===== src/rtl/tile_writer.sv =====
// tile_writer: buffers (row, col, index) tile updates in a small FIFO and
// drives the registered 32-bit tile-map control word, at most one word per clock.
// Optional full-screen clear engine: define TILE_WRITER_CLEAR_EN to include it.
// Without it the FSM stays in IDLE, clear_req/clear_index are ignored and
// clear_busy is tied low.
module tile_writer #(
    parameter int FIFO_DEPTH = 8,
    parameter int ROWS       = 30,
    parameter int COLS       = 40
) (
    input  logic                          clk,
    input  logic                          reset_n,
    input  logic                          req_valid,
    output logic                          req_ready,
    input  logic [5:0]                    req_row,
    input  logic [5:0]                    req_col,
    input  logic [7:0]                    req_index,
    input  logic                          clear_req,
    input  logic [7:0]                    clear_index,
    output logic                          clear_busy,
    output logic [$clog2(FIFO_DEPTH):0]   fifo_count,
    output logic                          oob_err,
    output logic [31:0]                   control
);
    localparam int              AW       = $clog2(FIFO_DEPTH);
    localparam int              CW       = AW + 1;
    localparam logic [5:0]      ROW_LAST = 6'(ROWS - 1);
    localparam logic [5:0]      COL_LAST = 6'(COLS - 1);
    localparam logic [CW-1:0]   DEPTH    = CW'(FIFO_DEPTH);

    typedef enum logic {IDLE, SWEEP} state_t;

    // FIFO entries are stored pre-packed as {col, row, index}
    logic [19:0]   mem [FIFO_DEPTH];
    logic [AW-1:0] wr_ptr_reg;
    logic [AW-1:0] rd_ptr_reg;
    logic [CW-1:0] count_reg;
    logic [31:0]   control_reg;
    logic [31:0]   control_next;
    logic          oob_reg;
    state_t        state_reg;
    state_t        state_next;
    logic          in_range;
    logic          push_fire;
    logic          push;
    logic          pop;

`ifdef TILE_WRITER_CLEAR_EN
    logic [5:0]    sw_row_reg;
    logic [5:0]    sw_row_next;
    logic [5:0]    sw_col_reg;
    logic [5:0]    sw_col_next;
    logic [7:0]    fill_reg;
    logic [7:0]    fill_next;
`else
    logic          unused_clear;
    assign unused_clear = clear_req ^ (^clear_index);
`endif

    // Out-of-range requests are consumed (handshake completes) but never stored
    assign in_range  = (req_row <= ROW_LAST) && (req_col <= COL_LAST);
    assign push_fire = req_valid && req_ready;
    assign push      = push_fire && in_range;

    assign req_ready  = (count_reg < DEPTH);
    assign fifo_count = count_reg;
    assign oob_err    = oob_reg;
    assign control    = control_reg;
`ifdef TILE_WRITER_CLEAR_EN
    assign clear_busy = (state_reg == SWEEP);
`else
    assign clear_busy = 1'b0;
`endif

    // Request storage; left without reset so it can map onto RAM
    always_ff @(posedge clk) begin
        if (push) begin
            mem[wr_ptr_reg] <= {req_col, req_row, req_index};
        end
    end

    // Next-state, pop decision and next control word
    always_comb begin
        state_next   = state_reg;
        control_next = control_reg;
        pop          = 1'b0;
`ifdef TILE_WRITER_CLEAR_EN
        sw_row_next  = sw_row_reg;
        sw_col_next  = sw_col_reg;
        fill_next    = fill_reg;
`endif
        case (state_reg)
            IDLE: begin
`ifdef TILE_WRITER_CLEAR_EN
                // A clear wins over a pending pop, so queued work lands on top of the fill
                if (clear_req) begin
                    state_next  = SWEEP;
                    fill_next   = clear_index;
                    sw_row_next = '0;
                    sw_col_next = '0;
                end else if (count_reg != '0) begin
                    pop          = 1'b1;
                    control_next = {12'h000, mem[rd_ptr_reg]};
                end
`else
                if (count_reg != '0) begin
                    pop          = 1'b1;
                    control_next = {12'h000, mem[rd_ptr_reg]};
                end
`endif
            end
`ifdef TILE_WRITER_CLEAR_EN
            SWEEP: begin
                // Raster order: column fastest; explicit end compares, no power-of-two wrap
                control_next = {12'h000, sw_col_reg, sw_row_reg, fill_reg};
                if (sw_col_reg == COL_LAST) begin
                    sw_col_next = '0;
                    if (sw_row_reg == ROW_LAST) begin
                        state_next = IDLE;
                    end else begin
                        sw_row_next = sw_row_reg + 6'd1;
                    end
                end else begin
                    sw_col_next = sw_col_reg + 6'd1;
                end
            end
`endif
            default: state_next = IDLE;
        endcase
    end

    // State, FIFO bookkeeping and output registers; reset discards all pending work
    always_ff @(posedge clk or negedge reset_n) begin
        if (!reset_n) begin
            state_reg   <= IDLE;
            wr_ptr_reg  <= '0;
            rd_ptr_reg  <= '0;
            count_reg   <= '0;
            control_reg <= 32'h0;
            oob_reg     <= 1'b0;
`ifdef TILE_WRITER_CLEAR_EN
            sw_row_reg  <= '0;
            sw_col_reg  <= '0;
            fill_reg    <= '0;
`endif
        end else begin
            state_reg   <= state_next;
            control_reg <= control_next;
            oob_reg     <= push_fire && !in_range;
            if (push) begin
                wr_ptr_reg <= wr_ptr_reg + AW'(1);
            end
            if (pop) begin
                rd_ptr_reg <= rd_ptr_reg + AW'(1);
            end
            case ({push, pop})
                2'b10:   count_reg <= count_reg + CW'(1);
                2'b01:   count_reg <= count_reg - CW'(1);
                default: count_reg <= count_reg;
            endcase
`ifdef TILE_WRITER_CLEAR_EN
            sw_row_reg  <= sw_row_next;
            sw_col_reg  <= sw_col_next;
            fill_reg    <= fill_next;
`endif
        end
    end

endmodule


===== config.mk =====
export PLATFORM = sky130hd
export DESIGN_NAME = tile_writer
export DESIGN_NICKNAME = d
export VERILOG_FILES = /design/src/rtl/tile_writer.sv
export SDC_FILE = /design/constraint.sdc
export NUM_CORES = 1
export LEC_CHECK = 0
export CELL_PAD_IN_SITES_DETAIL_PLACEMENT = 0
export CELL_PAD_IN_SITES_GLOBAL_PLACEMENT = 1
export CORE_MARGIN = 3
export CORE_UTILIZATION = 40
export DETAILED_ROUTE_END_ITERATION = 10
export GPL_TIMING_DRIVEN = 1
export HOLD_SLACK_MARGIN = 0.05
export PLACE_DENSITY = 0.73
export SETUP_SLACK_MARGIN = 0.4
export SLEW_MARGIN = 20
export SYNTH_ARGS = -nofsm -noshare
export SYNTH_HDL_FRONTEND = slang
export SYNTH_SLANG_ARGS = --single-unit

===== constraint.sdc =====
create_clock -name clk -period 6.07 [get_ports clk]
set_input_delay 1.214 -clock clk [delete_from_list [all_inputs] [get_ports clk]]
set_output_delay 1.214 -clock clk [all_outputs]
set_load 0.005 [all_outputs]

==> results.md <==
- Outcome: completed
- Slowest cell on crit path: clkdlybuf4s50_1
- Synth Area per Inst: approximately 17 um^2
- DP Worst Slack: 2140 ps
- Worst reg2reg setup slack: 3380 ps
- P_leak: slightly above 3 nW
- Die Ht: 143 um
- Post-synth EDFFs: between 150 and 200
- Worst EP arrival: ~3800 ps
- Antenna-violating nets left: 0
- Drt pass-1 iters: 4
- Met1 Wirelength: slightly above 6000 um
- Ys async rst share: 16.2%
- Levels on crit path: 11
- Share of post-route cells with drive strength above 1: a little under a fifth
- Crit. End Element: flip-flop
- CTS Hold Bufs: 0
- Syn Inst Count: 440
- Initial antenna violation count: 0
- Path depth of the worst reg2reg path: 11
- Non-Filler Instances: about 740
- Worst reg2reg path endpoint: fifo_count[2]
- Yosys warns: 0
- Power Total: 3.98 mW
- CP Class: input pin to flip-flop
- Iter 0 DRT Violations: around 190
- Die width: 143 um
- Placed cell count: 706
- # IOs: 71
- Synth top area share: between 60% and 70%
- Critical R2R Launch: fifo_count[1]
- Final Max Slew Viols: 0
- RSZ-0062 raised after global routing: false
- Power Dens Cells: 448 mW/mm^2
- GRT Total Usage: between 10% and 20%
- Headroom to the max-slew limit: 26.7%
- Main synth FF type: edfxtp_1
- Final Hold Fails: 0
- Library cells used by synthesis: 31
- Clk buf depth: 2
- CTS tree: yes
- Postcts setup bufs: 0
- Metal2 WL: 7540 um
- Worst Hold Class: flip-flop to flip-flop
- End of the critical path: fifo_count[2]
- Max FFs per register: 160
- Tmin final: ~3500 ps
- Num CTS Buffers: 17
- Sequential area share after synthesis: 74.0%
- Cell taking the most area after synthesis: edfxtp_1
- Leading cell type in the layout, fill and taps excluded: edfxtp_1
- Highest Signal Layer: met4
- Clock skew: 6.21 ps
- First-pass GRT wire length: 22400 um
- Vias: 3836
- PostCTS Resize Cnt: 0
- Post-synthesis register bit count: 191
- Routed vias/inst: approximately 5.2
- Row cnt: 49
- Startpoint types: input pin
- Root Driver: clkbuf_16
- Number of global-route vias before repair: around 4k
- Largest net degree at the start of global routing: 50
- Cell family with most CP delay: buffers and inverters
- Initial Util: about two fifths
- Port bufs: 48
- Final WS setup: roughly 2600 ps
- Area growth syn-to-layout: 17.8%
- Hpwl dp: ~8200 um
- WL met3: 552 um
- TNS Setup: 0 ps
- Worst-skew pair later-pin latency: between 400 and 500 ps
- Worst EP required: roughly 6400 ps
- Fin crit share: 57.1%
- CP most frequent cell: xor2_1
- Crit-path cells: clkdlybuf4s50_1 -> a41o_1 -> nor3_4 -> inv_1 -> ha_1 -> xor2_1 -> ha_1 -> a21oi_1 -> xor2_1 -> nor2_1 -> xor2_1
- Die area: 0.0205 mm^2
- Crit-path max cell delay: 580 ps
- Post-route DRC: 0
- Gr ovfl total: 0
- Final setup viols: 0
- Slew of the pin with the lowest slew margin: 1100 ps
- Routed wire length per instance: 19.6 um
- Total of max-cap violations: 0
- H-tree levels: 4
- N_diodes: 0
- Peak Freq: 0.289 GHz
- Routed WL: between 10000 and 15000 um
- Crit-path max FO: 9
- GPL Wtd Cong: 0.705
- Synthesized area: 0.00754 mm^2
- Peak VDD IR: 0.253 mV
- Commonest non-fill, non-tap cells in the layout: edfxtp_1, clkdlybuf4s50_1, mux2_2
- Buffers and inverters on the worst path: 2
- Core region area: about 0.018 mm^2
- Sink Count: 191
- Ranking of synthesized cells by area: edfxtp_1, dfrtp_1, mux2_2
- Crit path launch: req_row[1]
- Reg clk slew, reported paths: 70 ps
- Nets@finish: around 530
[routing by layer]
metal,up-vias,track usage (%)
met5,-,0
met4,0,4.76
met3,16,3.69
met2,82,25.6
met1,1940,18.4
li1,1798,-
[worst min-delay path by stage]
stage                start  depth (start not counted)  slack, ps          end
6_report        control[5]                          2        480   control[5]
5_1_grt         control[5]                          2        530   control[5]
4_1_cts        control[12]                          2        490  control[12]
3_5_place_dp   control[12]                          2        480  control[12]
3_3_place_gp    control[9]                          2        470   control[9]
2_1_floorplan   control[0]                          2        480   control[0]
[area by class of cell]
cell class	instances	area, um^2
timing repair buffer	59	558
sequential	191	5580
fill	1545	9390
inverter	3	11.3
clock inverter	10	158
clock buffer	22	474
multi-input combinational	224	1810
tap	229	287
[stage by stage]
stage	instance area (um^2)	hold WS [ps]	util [%]
after global placement	8250	469	45.1
after global routing	8880	528	48.6
after detailed placement	8250	475	45.1
final	8880	482	48.6
after floorplan	7590	479	-
after CTS	8880	490	48.6
[cell usage after synthesis (4+ instances only)]
library cell,count
buf_4,16
a22oi_1,20
mux2_2,42
ha_1,5
xnor2_1,5
o21ai_1,20
nor3_1,5
nand2_1,26
xor2_1,4
buf_2,5
buf_6,4
mux2i_1,40
clkbuf_1,8
nand2b_1,4
dfrtp_1,31
o221ai_1,20
edfxtp_1,160
nor2_1,8
[power by group]
group | internal (mW) | leakage, nW | switching (mW)
Combinational | 0.551 | 0.943 | 0.529
Clock | 0.721 | 0.304 | 0.454
Sequential | 1.57 | 1.80 | 0.156
Total | 2.84 | 3.04 | 1.14
[logic make-up (layout without fill, tap and decap cells)]
family / after synthesis / count (layout) / synth area share [%]
buffers and inverters: 37 / 94 / 3.14
adders and majority gates: 5 / 5 / 0.829
xor gates and xnor gates: 9 / 9 / 1.05
other: 1 / 13 / 0.0497
AOI/OAI and AO/OA: 65 / 65 / 6.10
and+or+nand+nor: 49 / 49 / 3.12
DFF: 191 / 191 / 74.0
muxes: 83 / 83 / 11.7
[worst register-to-register path: cells and delay by family, from the launching register on]
family	cells	cell delay [ps]
and+or+nand+nor	3	460
xor gates and xnor gates	3	470
buffers and inverters	2	570
AOI/OAI and AO/OA	1	140
adders and majority gates	2	480
DFF	1	460
Note: power is estimated with default switching activity, not from simulation.
